==> src/rtl/pe_nic.sv <==
// Network interface between a processor register port and one router PE port.
// It holds a single-packet output buffer (processor to router) and a single-packet input buffer (router to processor).
module pe_nic (
  input  logic        clk,
  input  logic        reset,
  input  logic [1:0]  addr,
  input  logic [63:0] d_in,
  output logic [63:0] d_out,
  input  logic        nicEn,
  input  logic        nicWrEn,
  output logic        net_so,
  input  logic        net_ro,
  output logic [63:0] net_do,
  input  logic        net_polarity,
  input  logic        net_si,
  output logic        net_ri,
  input  logic [63:0] net_di
);

  // Handshakes: a packet moves toward the router on an edge where out_full && net_ro
  // && (out_buf[63] == net_polarity). It is then announced by a one-cycle net_so with net_do.
  // A packet moves from the router on an edge where net_si && net_ri. Strobes while not ready are ignored.
  localparam logic [1:0] ADDR_IN_BUF     = 2'd0;
  localparam logic [1:0] ADDR_IN_STATUS  = 2'd1;
  localparam logic [1:0] ADDR_OUT_BUF    = 2'd2;
  localparam logic [1:0] ADDR_OUT_STATUS = 2'd3;

  logic [63:0] out_buf;
  logic        out_full;
  logic [63:0] in_buf;
  logic        in_full;

  logic wr_accept;
  logic inject;
  logic eject;
  logic rd_clear;

  assign wr_accept = nicEn && nicWrEn && (addr == ADDR_OUT_BUF) && !out_full;
  assign inject    = out_full && net_ro && (out_buf[63] == net_polarity);
  assign eject     = net_si && !in_full;
  assign rd_clear  = nicEn && !nicWrEn && (addr == ADDR_IN_BUF) && in_full;
  assign net_ri    = ~in_full;

  // wr_accept needs an empty buffer and inject needs a full one, so they never collide.
  always_ff @(posedge clk or negedge reset) begin
    if (!reset) begin
      out_buf  <= '0;
      out_full <= 1'b0;
      net_so   <= 1'b0;
      net_do   <= '0;
    end else begin
      net_so <= inject;
      if (inject) begin
        net_do   <= out_buf;
        out_full <= 1'b0;
      end else if (wr_accept) begin
        out_buf  <= d_in;
        out_full <= 1'b1;
      end
    end
  end

  // eject needs an empty buffer and rd_clear needs a full one, so they never collide.
  always_ff @(posedge clk or negedge reset) begin
    if (!reset) begin
      in_buf  <= '0;
      in_full <= 1'b0;
    end else begin
      if (eject) begin
        in_buf  <= net_di;
        in_full <= 1'b1;
      end else if (rd_clear) begin
        in_full <= 1'b0;
      end
    end
  end

  always_comb begin
    d_out = '0;
    if (nicEn && !nicWrEn) begin
      case (addr)
        ADDR_IN_BUF:     d_out = in_buf;
        ADDR_IN_STATUS:  d_out = {63'b0, in_full};
        ADDR_OUT_BUF:    d_out = '0;
        ADDR_OUT_STATUS: d_out = {63'b0, out_full};
        default:         d_out = '0;
      endcase
    end
  end

endmodule

==> config.mk <==
export PLATFORM = sky130hd
export DESIGN_NAME = pe_nic
export DESIGN_NICKNAME = d
export VERILOG_FILES = /design/src/rtl/pe_nic.sv
export SDC_FILE = /design/constraint.sdc
export NUM_CORES = 1
export LEC_CHECK = 0
export BUFFER_PORTS_ARGS = -buffer_cell sky130_fd_sc_hd__buf_2
export CORE_AREA = 2 2 125 127
export DETAILED_ROUTE_END_ITERATION = 7
export DIE_AREA = 0 0 127 129
export GPL_TIMING_DRIVEN = 0
export PLACE_DENSITY_LB_ADDON = 0.12
export SLEW_MARGIN = 20
export SYNTH_ARGS = -nofsm -noshare
export SYNTH_HDL_FRONTEND = slang
export SYNTH_SLANG_ARGS = --single-unit
==> constraint.sdc <==
create_clock -name clk -period 4 [get_ports clk]
set_clock_uncertainty 0.05 [all_clocks]
set_input_delay 0.8 -clock clk [delete_from_list [all_inputs] [get_ports clk]]
set_output_delay 0.8 -clock clk [all_outputs]
set_load 0.01 [all_outputs]
# Word level (Yosys, flattened, before mapping)
# Cells that the tools add are included.
# Widths: inputs -> output; s select.
# word_totals
register_bits,195
inputBits,137
# classes
reduce_logical,16
muxes,6
bitwise_logic,2
n_eq_ne,4
# op_table
operator,n
$pmux 64 s4,1
$mux 64,1
$logic_and 1x1->1,9
$eq 2x2->1 const B,2
$mux 1,4
$reduce_bool 2->1,2
$logic_not 1->1,3
$eq 2x1->1 const B,1
$logic_not 2->1,1
$not 1->1,2
$reduce_and 2->1,1
$eq 1x1->1,1

# Longest topological paths before layout
# logic_depth
ltp_word,6
depth_mapped,5
mapped_depth_nobuf,3

# Least setup slack after synthesis
# Ideal clock, no wire load.
# synth_timing
path_type,input-to-output
start,input port addr[1]
end,output port d_out[10]
path_slack_ns,1.530
cell_stages,3
n_path_buf,1
required_time_ns,3.150
arrival_ns,1.620
cell_sequence,nor4b_4 -> clkbuf_1 -> and2_1
# synth_between
elab_chain_cells,3
word_cells_on_any_way,6
# synth_lines
item,line,text
"start, declared",6,"input logic [1:0] addr,"
$eq 2x2->1 (tied with other cells),81,case (addr)
$pmux 64 s4 (*),81,
$mux 64 (*),80,if (nicEn && !nicWrEn) begin
"end, declared",8,"output logic [63:0] d_out,"
# Mark *: on every way between the ends. The rest lies on a longest branch, timed or not.

# Worst setup path in the final report
# layout_timing
start,input port addr[1]
end,output port d_out[2]
# Same word-level chain as after synthesis.

==> run_summary.xml <==
<?xml version="1.0" encoding="UTF-8"?>
<metrics>
  <group name="worst_setup_path">
    <metric name="r2r_start" unit="">in_full$_DFFE_PN0P_</metric>
    <metric name="cp_max_fo" unit="">10</metric>
    <metric name="crit_end" unit="">d_out[2]</metric>
    <metric name="worst_setup_path_startpoint" unit="">addr[1]</metric>
    <metric name="cp.buffers_inverters" unit="">3</metric>
    <metric name="worstSetupPathDepth" unit="">5</metric>
    <metric name="critPathArrivalTime" unit="ns">2.20</metric>
    <metric name="worstReg2RegEnd" unit="">in_buf[30]$_DFFE_PN0P_</metric>
    <metric name="worstRegToRegCells" unit="">4</metric>
    <metric name="setup.worst_path.end_class" unit="">output port</metric>
    <metric name="ff2ff_setup_slack" unit="ns">2.36</metric>
    <metric name="critical-path-max-stage-delay" unit="ns">0.58</metric>
    <metric name="critPathSlowestCell" unit="">nor4b_4</metric>
    <metric name="critical_path.startpoint_type" unit="">input pin</metric>
    <metric name="worst_path_most_repeated_cell" unit="">buf_2</metric>
    <metric name="critical_path.top_delay_family" unit="">simple AND/OR/NAND/NOR gates</metric>
    <metric name="critical_setup_path_class" unit="">input pin to output port</metric>
    <metric name="crit_chain" unit="">buf_2 &gt; nor4b_4 &gt; clkbuf_1 &gt; and2_1 &gt; buf_2</metric>
    <metric name="cp.required" unit="ns">3.15</metric>
  </group>
  <group name="clock_network">
    <metric name="clkTransAtPathRegs" unit="ns">0.07</metric>
    <metric name="worst_skew_pair.late_latency" unit="ns">0.43</metric>
    <metric name="cts.path.max_buffers" unit="">2</metric>
    <metric name="cts_num_sinks" unit="">195</metric>
    <metric name="post_cts.repair.setup_buffers" unit="">0</metric>
    <metric name="cts_resized" unit="">0</metric>
    <metric name="cts_tree" unit="">built</metric>
    <metric name="numCtsBuffers" unit="">17</metric>
    <metric name="clock-root-buffer" unit="">clkbuf_16</metric>
    <metric name="cts.htree.levels" unit="">4</metric>
    <metric name="holdBufCountCts" unit="">0</metric>
  </group>
  <group name="grt">
    <metric name="globalRouteMet2Util" unit="">0.354</metric>
    <metric name="vias_in_the_first_global_route" unit="">5300</metric>
    <metric name="track_usage" unit="">0.215</metric>
    <metric name="grt-ovfl-total" unit="">0</metric>
    <metric name="global_route.usage.met3" unit="">0.0798</metric>
    <metric name="first_pass_grt_wire_length" unit="um">27100</metric>
    <metric name="layer_carrying_the_most_global_route_usage" unit="">met2</metric>
    <metric name="grt_start_max_net_pins" unit="">101</metric>
    <metric name="antenna_found_initial" unit="">0</metric>
    <metric name="grt_use_met1" unit="">0.260</metric>
  </group>
  <group name="die">
    <metric name="core_area" unit="um2">15000</metric>
    <metric name="die_width" unit="um">127</metric>
    <metric name="area_enclosed_by_the_die_boundary" unit="um2">16400</metric>
    <metric name="design.portCount" unit="">267</metric>
    <metric name="initial_core_util" unit="">0.533</metric>
    <metric name="fp-row-count" unit="">45</metric>
    <metric name="floorplan.die.height" unit="um">129</metric>
  </group>
  <group name="routing">
    <metric name="detail_route.drc_violations" unit="">0</metric>
    <metric name="route.vias.total" unit="">4856</metric>
    <metric name="route.detailed.wl_per_inst" unit="um">17.4</metric>
    <metric name="vias_per_cell" unit="">4.97</metric>
    <metric name="detail-route-antenna-nets" unit="">0</metric>
    <metric name="dr.first_iter.drc_count" unit="">197</metric>
    <metric name="routed_wl" unit="um">17000</metric>
    <metric name="drt_pass1_iterations" unit="">4</metric>
  </group>
  <group name="pwr">
    <metric name="clockPowerShare" unit="">0.235</metric>
    <metric name="power.share.combinational" unit="">0.299</metric>
    <metric name="power.switching_fraction" unit="">0.279</metric>
    <metric name="seqPwrFrac" unit="">0.466</metric>
    <metric name="p_int" unit="mW">5.35</metric>
    <metric name="pwr_density_cell" unit="nW/um2">728</metric>
    <metric name="power.switching" unit="mW">2.07</metric>
    <metric name="leakage" unit="nW">5.10</metric>
    <metric name="ir_worst_vdd" unit="uV">331</metric>
  </group>
  <group name="synthesis">
    <metric name="netlist_area" unit="um2">7980</metric>
    <metric name="synth_most_common_cell" unit="">dfrtp_1</metric>
    <metric name="synth.ff_latch_count" unit="">195</metric>
    <metric name="synthArstFlopShare" unit="">1.00</metric>
    <metric name="ys_top_cells_by_count" unit="">dfrtp_1, mux2_2, and2_1, mux2_4, buf_2</metric>
    <metric name="syn_area_per_cell" unit="um2">16.3</metric>
    <metric name="synth.top_cell.area_share" unit="">0.611</metric>
    <metric name="synth_cell_type_count" unit="">25</metric>
    <metric name="synth-warning-count" unit="">0</metric>
    <metric name="syn-num-nets" unit="">627</metric>
    <metric name="synth.largest_area_cell" unit="">dfrtp_1</metric>
    <metric name="syn-instance-count" unit="">490</metric>
    <metric name="synth_area_leaders" unit="">dfrtp_1, mux2_2, mux2_4, and2_1, buf_8</metric>
    <metric name="count_of_flip_flops_with_a_built_in_enable_after_synthesis" unit="">0</metric>
    <metric name="seq_area_frac_synth" unit="">0.611</metric>
    <metric name="ys_dominant_reg_cell" unit="">dfrtp_1</metric>
  </group>
  <group name="job">
    <metric name="timing.max_cap.violations" unit="">0</metric>
  </group>
  <group name="timing">
    <metric name="fmax" unit="GHz">0.328</metric>
    <metric name="fin_setup_tns" unit="ns">0</metric>
    <metric name="hold_viol" unit="">0</metric>
    <metric name="setup_viol_count_final" unit="">0</metric>
    <metric name="grt_setup_unrepaired" unit="">false</metric>
    <metric name="final_period_minus_worst_setup_slack" unit="ns">3.05</metric>
    <metric name="setup_ws_post_layout" unit="ns">0.949</metric>
    <metric name="slew_margin_rel" unit="">0.505</metric>
    <metric name="worst-slew-pin-transition" unit="ns">0.742</metric>
    <metric name="maxSlewViolCount" unit="">0</metric>
    <metric name="hold_ws" unit="ns">0.359</metric>
    <metric name="layout_worst_path_cycle_share" unit="">0.763</metric>
  </group>
  <group name="cells_and_area">
    <metric name="final_layout_size_suffix_gt1_frac" unit="">0.648</metric>
    <metric name="postLayoutCellArea" unit="um2">10200</metric>
    <metric name="finish.utilization" unit="">0.681</metric>
    <metric name="final.fill_count" unit="">1068</metric>
    <metric name="finalNetCount" unit="">913</metric>
    <metric name="area_delta_synth_final" unit="%">27.7</metric>
    <metric name="n_antenna_cell" unit="">0</metric>
  </group>
  <group name="min_path">
    <metric name="hold_class" unit="">input pin to asynchronous set/reset pin</metric>
  </group>
  <group name="run_status">
    <metric name="status" unit="">finished, final reports clean</metric>
  </group>
  <group name="placed_design">
    <metric name="detailedPlacementHpwl" unit="um">12500</metric>
    <metric name="dp_worst_setup_slack" unit="ns">0.935</metric>
    <metric name="place_area" unit="um2">9590</metric>
    <metric name="numPortBuffers" unit="">266</metric>
    <metric name="gp_congestion" unit="">0.821</metric>
  </group>
</metrics>
per-stage QoR:
step,power [mW],std cells
final,7.43,977
after global routing,7.87,977
after CTS,7.51,977
after detailed placement,5.74,945
after global placement,5.58,944
after floorplan,4.92,490
sequential cells by signal (all words and copies together) (netlist names):
register and count:
out_full 1, net_so 1, out_buf 64, net_do 64
in_full 1, in_buf 64
layout make-up:
| class | instances | area (um2) | share of cell area |
|---|---|---|---|
| multi-input combinational | 267 | 2840 | 0.279 |
| clock inverter | 13 | 158 | 0.0155 |
| timing repair buffer | 267 | 1370 | 0.134 |
| inverter | 2 | 7.51 | 0.000736 |
| sequential | 195 | 4880 | 0.478 |
| buffer | 26 | 255 | 0.0250 |
| clock buffer | 19 | 453 | 0.0444 |
| tap | 188 | 235 | 0.0231 |
cell usage in the layout, fill, tap and decap left out:
master / n
nand3_1: 1
clkbuf_8: 2
o21bai_1: 1
and3b_1: 1
buf_6: 1
mux2i_1: 1
clkbuf_1: 5
mux2_1: 5
clkinvlp_4: 1
o21ai_0: 1
mux2_4: 40
and2_1: 63
mux2_2: 147
buf_8: 7
buf_2: 272
nor2_8: 1
clkbuf_2: 1
and3_4: 1
a21oi_1: 1
nor4b_4: 1
inv_1: 2
clkinv_4: 3
clkbuf_16: 17
clkinv_2: 5
xnor2_1: 1
inv_6: 1
dfrtp_1: 195
nand4b_4: 1
nor2b_1: 1
buf_4: 2
buf_16: 1
buf_12: 4
bufinv_16: 3
power groups by stage:
stage | clock network [mW] | registers (mW) | logic [mW]
floorplan | 0 | 3.51 | 1.41
detailed placement | 0 | 3.49 | 2.25
CTS | 1.78 | 3.47 | 2.26
finish | 1.75 | 3.46 | 2.22
global route | 1.86 | 3.59 | 2.42
global placement | 0 | 3.41 | 2.17
layer usage:
metal / routed length (um) / vias to the layer above
li1: - / 2264
met1: 6730 / 2410
met2: 8560 / 156
met3: 1370 / 26
met4: 384 / 0
met5: 0 / -
kinds of logic after synthesis:
kind of cell	Yosys count	share of synthesized area
xor+xnor	1	0.00110
flops	195	0.611
buf+inv	28	0.0329
compound gates	3	0.00219
mux	193	0.291
simple gates	70	0.0617
worst min path at each step:
stage                     slack (ns)               startpoint  cells after the start                 endpoint
after floorplan                 0.40  out_buf[39]$_DFFE_PN0P_                      1  out_buf[39]$_DFFE_PN0P_
after CTS                       0.38                    reset                      1   net_do[22]$_DFFE_PN0P_
final                           0.36                    reset                      1   net_do[21]$_DFFE_PN0P_
after global placement          0.41  out_buf[39]$_DFFE_PN0P_                      1  out_buf[39]$_DFFE_PN0P_
after global routing            0.39                    reset                      1  out_buf[21]$_DFFE_PN0P_
after detailed placement        0.44   net_do[16]$_DFFE_PN0P_                      1   net_do[16]$_DFFE_PN0P_
Power figures use the tool's default switching activity.
